## config.mk

```make
export PLATFORM = sky130hd
export DESIGN_NAME = uart_tx_arbiter_flat
export DESIGN_NICKNAME = d
export VERILOG_FILES = /design/src/rtl/uart_tx_arbiter_if.sv /design/src/rtl/uart_tx_arbiter.sv /design/src/flat_wrapper.sv
export SDC_FILE = /design/constraint.sdc
export NUM_CORES = 1
export LEC_CHECK = 0
export BUFFER_PORTS_ARGS = -buffer_cell sky130_fd_sc_hd__buf_4
export CAP_MARGIN = 40
export CORE_MARGIN = 10
export CORE_UTILIZATION = 30
export CTS_CLUSTER_SIZE = 12
export DETAILED_ROUTE_END_ITERATION = 7
export GPL_ROUTABILITY_DRIVEN = 0
export PLACE_DENSITY = 0.53
export SYNTH_ARGS = -nofsm -noshare
export SYNTH_HDL_FRONTEND = slang
export SYNTH_SLANG_ARGS = --single-unit
```

## constraint.sdc

```tcl
create_clock -name CLK -period 2.55 [get_ports CLK]
set_input_delay 0.3825 -clock CLK [delete_from_list [all_inputs] [get_ports CLK]]
set_output_delay 0.3825 -clock CLK [all_outputs]
set_load 0.05 [all_outputs]
```

## src/rtl/uart_tx_arbiter_if.sv

```systemverilog
// Client/transmitter-side signal bundle for the shared UART TX arbiter.
// The slave modport is the arbiter's view; master is the clients plus the transmitter.
`timescale 1ns/1ps
interface uart_tx_arbiter_if #(
  parameter int NUM_REQ = 4,
  parameter int ID_W    = 2
);
  logic [NUM_REQ-1:0]   Req;
  logic [8*NUM_REQ-1:0] Req_Data;
  logic [NUM_REQ-1:0]   Ack;
  logic [ID_W-1:0]      Grant_Id;
  logic                 Busy;
  logic                 TX_En_Sig;
  logic [7:0]           TX_Data;
  logic                 TX_Done_Sig;

  modport master (
    output Req, Req_Data, TX_Done_Sig,
    input  Ack, Grant_Id, Busy, TX_En_Sig, TX_Data
  );

  modport slave (
    input  Req, Req_Data, TX_Done_Sig,
    output Ack, Grant_Id, Busy, TX_En_Sig, TX_Data
  );
endinterface

```

## src/rtl/uart_tx_arbiter.sv

```systemverilog
// Round-robin arbiter sharing one UART transmitter among NUM_REQ byte clients.
// One byte per grant; the served client is acked after the transmitter's done pulse.
`timescale 1ns/1ps
module uart_tx_arbiter #(
  parameter int NUM_REQ = 4,
  parameter int ID_W    = 2,
  parameter int GAP_CYC = 2
) (
  input logic              CLK,
  input logic              Rstn,
  uart_tx_arbiter_if.slave arb_if
);

  typedef enum logic [2:0] {
    S_IDLE,
    S_GRANT,
    S_SEND,
    S_ACK,
    S_GAP
  } state_t;

  state_t             state_q, state_d;
  logic [ID_W-1:0]    ptr_q, ptr_d;
  logic [7:0]         gap_q, gap_d;
  logic [NUM_REQ-1:0] ack_q, ack_d;
  logic [ID_W-1:0]    grant_q, grant_d;
  logic               busy_q, busy_d;
  logic               en_q, en_d;
  logic [7:0]         data_q, data_d;

  logic [7:0]         req_byte [NUM_REQ];
  logic               win_found;
  logic [ID_W-1:0]    win_idx;
  logic [ID_W:0]      cand_sum;
  logic [ID_W-1:0]    cand;

  generate
    for (genvar gi = 0; gi < NUM_REQ; gi++) begin : g_byte
      assign req_byte[gi] = arb_if.Req_Data[8*gi +: 8];
    end
  endgenerate

  // First requester at or above the pointer, wrapping modulo NUM_REQ.
  always_comb begin
    win_found = 1'b0;
    win_idx   = '0;
    cand_sum  = '0;
    cand      = '0;
    for (int i = 0; i < NUM_REQ; i++) begin
      cand_sum = {1'b0, ptr_q} + (ID_W+1)'(i);
      if (cand_sum >= (ID_W+1)'(NUM_REQ)) begin
        cand_sum = cand_sum - (ID_W+1)'(NUM_REQ);
      end
      cand = cand_sum[ID_W-1:0];
      if (!win_found && arb_if.Req[cand]) begin
        win_found = 1'b1;
        win_idx   = cand;
      end
    end
  end

  always_comb begin
    state_d = state_q;
    ptr_d   = ptr_q;
    gap_d   = gap_q;
    ack_d   = '0;
    grant_d = grant_q;
    busy_d  = busy_q;
    en_d    = en_q;
    data_d  = data_q;
    case (state_q)
      S_IDLE: begin
        if (win_found) begin
          grant_d = win_idx;
          data_d  = req_byte[win_idx];
          busy_d  = 1'b1;
          state_d = S_GRANT;
        end
      end
      S_GRANT: begin
        en_d    = 1'b1;
        state_d = S_SEND;
      end
      S_SEND: begin
        // Enable stays high through the done cycle so the transmitter can re-arm.
        if (arb_if.TX_Done_Sig) begin
          en_d    = 1'b0;
          ack_d   = NUM_REQ'(1) << grant_q;
          ptr_d   = (grant_q == ID_W'(NUM_REQ-1)) ? '0 : grant_q + 1'b1;
          state_d = S_ACK;
        end
      end
      S_ACK: begin
        gap_d = 8'(GAP_CYC);
        if (GAP_CYC == 0) begin
          busy_d  = 1'b0;
          state_d = S_IDLE;
        end else begin
          state_d = S_GAP;
        end
      end
      S_GAP: begin
        if (gap_q <= 8'd1) begin
          gap_d   = 8'd0;
          busy_d  = 1'b0;
          state_d = S_IDLE;
        end else begin
          gap_d = gap_q - 8'd1;
        end
      end
      default: begin
        state_d = S_IDLE;
      end
    endcase
  end

  always_ff @(posedge CLK or negedge Rstn) begin
    if (!Rstn) begin
      state_q <= S_IDLE;
      ptr_q   <= '0;
      gap_q   <= 8'd0;
      ack_q   <= '0;
      grant_q <= '0;
      busy_q  <= 1'b0;
      en_q    <= 1'b0;
      data_q  <= 8'h00;
    end else begin
      state_q <= state_d;
      ptr_q   <= ptr_d;
      gap_q   <= gap_d;
      ack_q   <= ack_d;
      grant_q <= grant_d;
      busy_q  <= busy_d;
      en_q    <= en_d;
      data_q  <= data_d;
    end
  end

  assign arb_if.Ack       = ack_q;
  assign arb_if.Grant_Id  = grant_q;
  assign arb_if.Busy      = busy_q;
  assign arb_if.TX_En_Sig = en_q;
  assign arb_if.TX_Data   = data_q;

endmodule

```

## src/flat_wrapper.sv

```systemverilog
// flat-port wrapper written by rule: the top's interface ports become plain ports
module uart_tx_arbiter_flat 
#(
  parameter int NUM_REQ = 4,
  parameter int ID_W    = 2,
  parameter int GAP_CYC = 2
)
  (CLK, Rstn, arb_if_Req, arb_if_Req_Data, arb_if_TX_Done_Sig, arb_if_Ack, arb_if_Grant_Id, arb_if_Busy, arb_if_TX_En_Sig, arb_if_TX_Data);
  uart_tx_arbiter_if #(.NUM_REQ(NUM_REQ), .ID_W(ID_W)) arb_if_i ();
  input logic CLK;
  input logic Rstn;
  input wire logic [$bits(arb_if_i.Req)-1:0] arb_if_Req;
  input wire logic [$bits(arb_if_i.Req_Data)-1:0] arb_if_Req_Data;
  input wire logic [$bits(arb_if_i.TX_Done_Sig)-1:0] arb_if_TX_Done_Sig;
  output wire logic [$bits(arb_if_i.Ack)-1:0] arb_if_Ack;
  output wire logic [$bits(arb_if_i.Grant_Id)-1:0] arb_if_Grant_Id;
  output wire logic [$bits(arb_if_i.Busy)-1:0] arb_if_Busy;
  output wire logic [$bits(arb_if_i.TX_En_Sig)-1:0] arb_if_TX_En_Sig;
  output wire logic [$bits(arb_if_i.TX_Data)-1:0] arb_if_TX_Data;
  assign arb_if_i.Req = arb_if_Req;
  assign arb_if_i.Req_Data = arb_if_Req_Data;
  assign arb_if_i.TX_Done_Sig = arb_if_TX_Done_Sig;
  assign arb_if_Ack = arb_if_i.Ack;
  assign arb_if_Grant_Id = arb_if_i.Grant_Id;
  assign arb_if_Busy = arb_if_i.Busy;
  assign arb_if_TX_En_Sig = arb_if_i.TX_En_Sig;
  assign arb_if_TX_Data = arb_if_i.TX_Data;
  uart_tx_arbiter #(.NUM_REQ(NUM_REQ), .ID_W(ID_W), .GAP_CYC(GAP_CYC)) u_core (.CLK(CLK), .Rstn(Rstn), .arb_if(arb_if_i));
endmodule
```

==> results.toml, run 1 <==
[outcome]
outcome = "finished clean"

[route]
drt_wl_total_um = 3900
wire_per_inst_um = 13.6
drt_iter0_drc = 55
vias = 1319
drtAntennaViolNets = 0
first_pass_iters = 4
via_per_inst = 4.60
drcViolationCount = 0

[global_route]
first_global_vias = 1456
grt_overflow = 0
grt_first_pass_wirelength_um = 6650
antenna_found_initial = 0
grt_max_degree = 30
grt_use_total_pct = 9.35

[cts]
cts_buffer_depth = 2
cts_num_sinks = 29
cts_buffers = 5
hold_buffers = 0
htree_levels = 2
cts_tree = "done"
clk_pin_slew_ns = 0.06
postCtsSetupBuffers = 0
clock_latency_ns = 0.27
clock-root-buffer = "clkbuf_8"
cts_resized = 0

[critical_path]
path_class = "reg2reg"
slowest_delay_ns = 0.43
cp-end-kind = "flop"
cp_cell_sequence = "inv_1 > ha_1 > o21ba_2 > a31o_4 > a21boi_0 > o22a_1"
worst-path-max-fanout = 15
path_delay_family = "compound AO/OA/AOI/OAI gates"
path_buf_inv = 1
crit_path_start_kind = "flop"
crit_slowest_cell = "dfrtp_1"
arrival_ns = 1.93
crit_required_ns = 2.76

[synth]
yosys-top-cells-area = "dfrtp_1 (45%), mux2i_1 (9.9%), nand2_1 (5.1%), ha_1 (4.6%), o221ai_1 (4.3%)"
yosysMostFrequentCell = "dfrtp_1"
synth_top_family_by_area = "compound AO/OA/AOI/OAI gates"
syn_area_um2 = 1620
synth_cells = 161
postSynth.asyncResetShare_pct = 100
synth_compound_area_share_pct = 16.4
syn_avg_cell_area_um2 = 10.1
synth_largest_area_cell = "dfrtp_1"
synth-edff-count = 0
syn_nets = 206
synth.area.mux_share_pct = 11.3
synth-xor-area-share_pct = 1.08
ys_warn_count = 0
yosys.cell_types.count = 40
dominantRegCellSynth = "dfrtp_1"
synthTopCellsByCount = "dfrtp_1 (29), nand2_1 (22), mux2i_1 (16), nor2_1 (10)"
synth_top_area_share_pct = 44.7
ys_seq_area_share_pct = 44.7
yosys.area_share.simple_pct = 16.4
synth_seq_cells = 29
synthAdderAreaFrac_pct = 4.63

[timing]
skew_ns = 0.00305
fin_crit_sh_pct = 67.2
totalNegativeSetupSlack_ns = 0
relSlewSlack_pct = 74.0
fmax_mhz = 584
slew_viol_final = 0
period_needed_ns = 1.71
setup_viol = 0
rsz0062_at_grt = "false"
worstMarginPinSlew_ns = 0.386
finalHoldViolCount = 0

[die]
design.die.area_um2 = 8750
placementRows = 26
io_pins = 55
die_x_um = 93.6
initial_core_util_pct = 31.4
fp.coreArea_um2 = 5170
die_y_um = 93.6

[pwr]
power_density_nw_per_um2 = 1280
vdd_ir_drop_max_mv = 0.555
power.leakage_nw = 1.09

[placed_design]
dpl.cell_count = 280
detailed_place_hpwl_um = 3070
port_buffers = 54

[layout]
layout-drive-gt1-share_pct = 32.3
stdcell_count = 287
nets = 262
n_antenna_cell = 0
area_growth_pct = 33.4

[flow_run]
cap_violations = 0

[worst_hold_path]
hp-class = "in2async"
-- final timing paths --
kind | from | end | slack, ns | cells after the start
setup / recovery | u_core.gap_q[1]$_DFFE_PN0P_ | u_core.arb_if.Busy$_DFFE_PN0P_ | 0.84 | 6
hold / removal | Rstn | u_core.gap_q[6]$_DFFE_PN0P_ | 0.03 | 1
setup reg to reg | u_core.gap_q[1]$_DFFE_PN0P_ | u_core.arb_if.Busy$_DFFE_PN0P_ | 0.84 | 6
hold reg to reg | u_core.gap_q[7]$_DFFE_PN0P_ | u_core.gap_q[7]$_DFFE_PN0P_ | 0.47 | 1
max in group asynchronous | Rstn | u_core.arb_if.Ack[2]$_DFF_PN0_ | 2.25 | 1
min in group CLK | arb_if_TX_Done_Sig | u_core.arb_if.TX_En_Sig$_DFFE_PN0P_ | 0.40 | 4
-- per-layer routing --
layer	vias to the layer above	wire [um]	track usage [%]
li1	685	-	-
met1	572	1880	11.9
met2	57	1470	12.2
met3	5	503	5.84
met4	0	46	3.80
met5	-	0	0
-- stage by stage --
step / setup WS (ns) / utilization, % / instance area (um2) / hold WS, ns / total power [mW]
finish: 0.836 / 41.8 / 2160 / 0.0270 / 2.78
global route: 0.707 / 41.8 / 2160 / 0.0434 / 3.03
CTS: 0.820 / 41.8 / 2160 / 0.0445 / 2.82
detailed placement: 0.734 / 40.2 / 2080 / 0.339 / 2.44
global placement: 0.770 / 40.2 / 2080 / 0.339 / 2.43
floorplan: 0.923 / - / 1620 / 0.0869 / 2.04
-- cell families after synthesis --
| logic type | Yosys count |
|---|---|
| multiplexers | 18 |
| XOR/XNOR | 2 |
| buffers and inverters | 15 |
| adder cells (fa/ha/maj) | 6 |
| flip-flops | 29 |
| AND/OR/NAND/NOR | 55 |
| AO/OA/AOI/OAI | 36 |
-- cell usage in the layout (no fill, tap or decap), types with 2 or more instances in the layout --
cell | Yosys | layout
nor3_1 | 6 | 6
o22ai_1 | 3 | 2
xnor2_1 | 2 | 2
dfrtp_1 | 29 | 29
nor2b_1 | 2 | 2
mux2i_1 | 16 | 16
ha_1 | 6 | 6
mux2_2 | 2 | 2
nor4_1 | 2 | 2
nand2_1 | 22 | 22
and2_1 | 4 | 4
o31ai_1 | 2 | 2
o221ai_1 | 8 | 8
o21ai_0 | 8 | 8
clkbuf_8 | 0 | 6
inv_1 | 8 | 8
nor2_1 | 10 | 10
a21oi_1 | 6 | 6
buf_4 | 1 | 56
-- worst register-to-register path, cell delays in order, from the launching register on --
cell and delay, ns:
dfrtp_1 0.43, inv_1 0.09, ha_1 0.24, o21ba_2 0.23
a31o_4 0.30, a21boi_0 0.21, o22a_1 0.16
-- layout make-up --
class	count	area, um2
repair buffers	56	420
clock buffers	7	86.3
well taps	70	87.6
flip-flops and latches	29	726
multi-input cells	117	815
fillers	505	3010
inverters	8	30.0
-- registers in the layout (all words and copies together) (netlist names) --
register	count
u_core.ptr_q	2
u_core.arb_if.Busy	1
u_core.arb_if.Grant_Id	2
u_core.gap_q	8
u_core.arb_if.TX_Data	8
u_core.arb_if.Ack	4
u_core.state_q	3
u_core.arb_if.TX_En_Sig	1
-- where the power goes --
part / switching, mW / total [mW] / internal [mW]
clock network: 0.159 / 0.372 / 0.213
logic: 0.914 / 1.52 / 0.610
registers: 0.218 / 0.882 / 0.664
total: 1.29 / 2.78 / 1.49
No activity file was read; power rests on OpenSTA's default activity.
==> run 2, diff against run 1 <==
PLACE_DENSITY = 0.55   (was 0.53)
clock period = 1.5 ns   (was 2.55 ns; I/O delays follow)
==> run 2 against run 1 <==
Effect of this change:
- the run now ends with negative setup slack left
- power is 110% higher
- sequential share of layout area is 4.7 points lower
- first-iteration DRC count is 44% higher
- cell area is 16% higher
- register-to-register slack worse by 0.85 ns
- sequential power is 63% higher
- final cell count is 8.0% higher
- fmax is 13% higher
- via count is 13% higher
- worst hold slack better by 0.20 ns
- clock-buffer cell count is 2 lower
- clock power is 120% higher
- critical endpoint is now u_core.arb_if.TX_Data[5]$_DFFE_PN0P_
==> results.toml, run 2 (synthesized netlist as in run 1, its figures left out) <==
[timing]
period_needed_ns = 1.52
slew_viol_final = 0
fin_crit_sh_pct = 101
rsz0062_at_grt = "true"
worstMarginPinSlew_ns = 0.377
finalHoldViolCount = 0
fmax_mhz = 659
setup_viol = 6
relSlewSlack_pct = 74.9
worst_slack_ns = -0.0179
skew_ns = 0.00811

[cts]
cts_num_sinks = 29
cts_buffers = 5
htree_levels = 2
cts_tree = "done"
clock-root-buffer = "clkbuf_8"
cts_buffer_depth = 2
clock_latency_ns = 0.29
clk_pin_slew_ns = 0.07

[global_route]
grt_use_total_pct = 10.7
first_global_vias = 1552
grt_max_degree = 30
grt_first_pass_wirelength_um = 7520
grt_overflow = 0
antenna_found_initial = 0

[outcome]
outcome = "finished with violations"
violations = "negative setup slack"

[layout]
layout_common_cells = "buf_4 (72), dfrtp_1 (29), nand2_1 (22), mux2i_1 (13), nor2_1 (9)"
layout-drive-gt1-share_pct = 47.9
area_growth_pct = 55.0
nets = 284
layout_commonest_cell = "buf_4"
n_antenna_cell = 0
final_area_um2 = 2520
fin_util_pct = 48.6

[placed_design]
detailed_place_hpwl_um = 3310
port_buffers = 54
placed_cell_area_um2 = 2210

[die]
die_y_um = 93.6
design.die.area_um2 = 8750
io_pins = 55
fp.coreArea_um2 = 5170
die_x_um = 93.6
initial_core_util_pct = 31.4
placementRows = 26

[critical_path]
cp-end-kind = "flop"
crit_start = "u_core.ptr_q[0]$_DFFE_PN0P_"
path_class = "reg2reg"
crit_slowest_cell = "dfrtp_1"
worst-path-max-fanout = 8
crit_required_ns = 1.66
arrival_ns = 1.68
crit_path_start_kind = "flop"
cp_cell_sequence = "nor2b_2 > nor3_2 > o22ai_2 > buf_6 > clkbuf_16 > mux2i_1 > o221ai_1"
slowest_delay_ns = 0.41
path_delay_family = "flip-flops"
timing.rr.start = "u_core.ptr_q[0]$_DFFE_PN0P_"
path_buf_inv = 2

[worst_hold_path]
hp-start = "arb_if_TX_Done_Sig"
hp-class = "in2reg"

[pwr]
vdd_ir_drop_max_mv = 0.883
power.leakage_nw = 1.23
power_density_nw_per_um2 = 2320

[route]
wire_per_inst_um = 14.7
drcViolationCount = 0
first_pass_iters = 4
drtAntennaViolNets = 0
vias = 1491
drt_iter0_drc = 79
drt_wl_total_um = 4550
via_per_inst = 4.81

[flow_run]
cap_violations = 0
[run 2: changes by cell type in the layout (fill, tap and decap cells not counted), sizes merged]
cell | before | now
clkinv | 0 | 1
clkinvlp | 0 | 1
dlygate4sd3 | 0 | 1
a31o | 1 | 2
bufinv | 0 | 1
buf | 56 | 74
[run 2: through the flow]
stage	worst slack (ns)	power (mW)	hold slack, ns	cells	setup TNS [ns]
after floorplan	-0.0429	3.53	-0.0706	161	-0.0429
after global placement	-0.0355	4.50	0.183	295	-0.261
after detailed placement	-0.0708	4.53	0.180	295	-0.505
after CTS	-0.0310	5.45	0.218	305	-0.0494
after global routing	-0.102	6.31	0.241	310	-0.896
final	-0.0179	5.83	0.224	310	-0.0426
[run 2: area by class of cell]
cell class | instances | area, um2
Multi-Input combinational cell | 118 | 926
Inverter | 8 | 30.0
Tap cell | 70 | 87.6
Clock inverter | 3 | 46.3
Timing Repair Buffer | 77 | 632
Clock buffer | 5 | 68.8
Sequential cell | 29 | 726
Fill cell | 470 | 2660
[run 2: worst paths after layout]
path / to / slack [ns] / cells after the start
max: u_core.arb_if.TX_Data[5]$_DFFE_PN0P_ / -0.02 / 7
min: u_core.arb_if.TX_En_Sig$_DFFE_PN0P_ / 0.22 / 4
max reg2reg: u_core.arb_if.TX_Data[5]$_DFFE_PN0P_ / -0.02 / 7
min reg2reg: u_core.arb_if.TX_Data[5]$_DFFE_PN0P_ / 0.49 / 2
max in group asynchronous: u_core.arb_if.Grant_Id[0]$_DFFE_PN0P_ / 0.82 / 2
min in group asynchronous: u_core.arb_if.TX_Data[0]$_DFFE_PN0P_ / 0.40 / 2
[run 2: timing repair]
| action | CTS | global route |
|---|---|---|
| gates cloned | 1 | 2 |
| hold buffers | 1 | 0 |
| buffers inserted | 0 | 3 |
| resized for setup | 6 | 26 |
| pin swaps | 1 | 12 |
| endpoints found under the setup margin | 11 | 17 |
| hold endpoints to repair | 29 | 0 |
[run 2: worst min-delay path, cell delays in order]
cell and delay, ns:
buf_4 0.09, nand2_1 0.04, nand2_1 0.06, a21oi_1 0.05
[run 2: metal layers]
layer / share of wire, % / global-route usage [%] / routed length (um) / vias to the layer above
li1: - / - / - / 738
met1: 43 / 12.8 / 1960 / 706
met2: 46 / 15.7 / 2090 / 43
met3: 9.1 / 5.44 / 416 / 4
met4: 1.7 / 4.94 / 78 / 0
met5: 0 / 0 / 0 / -
[run 2: where the power goes]
part | total (mW) | switching, mW | internal, mW
clock network | 0.822 | 0.326 | 0.496
registers | 1.44 | 0.309 | 1.13
logic | 3.57 | 1.93 | 1.64
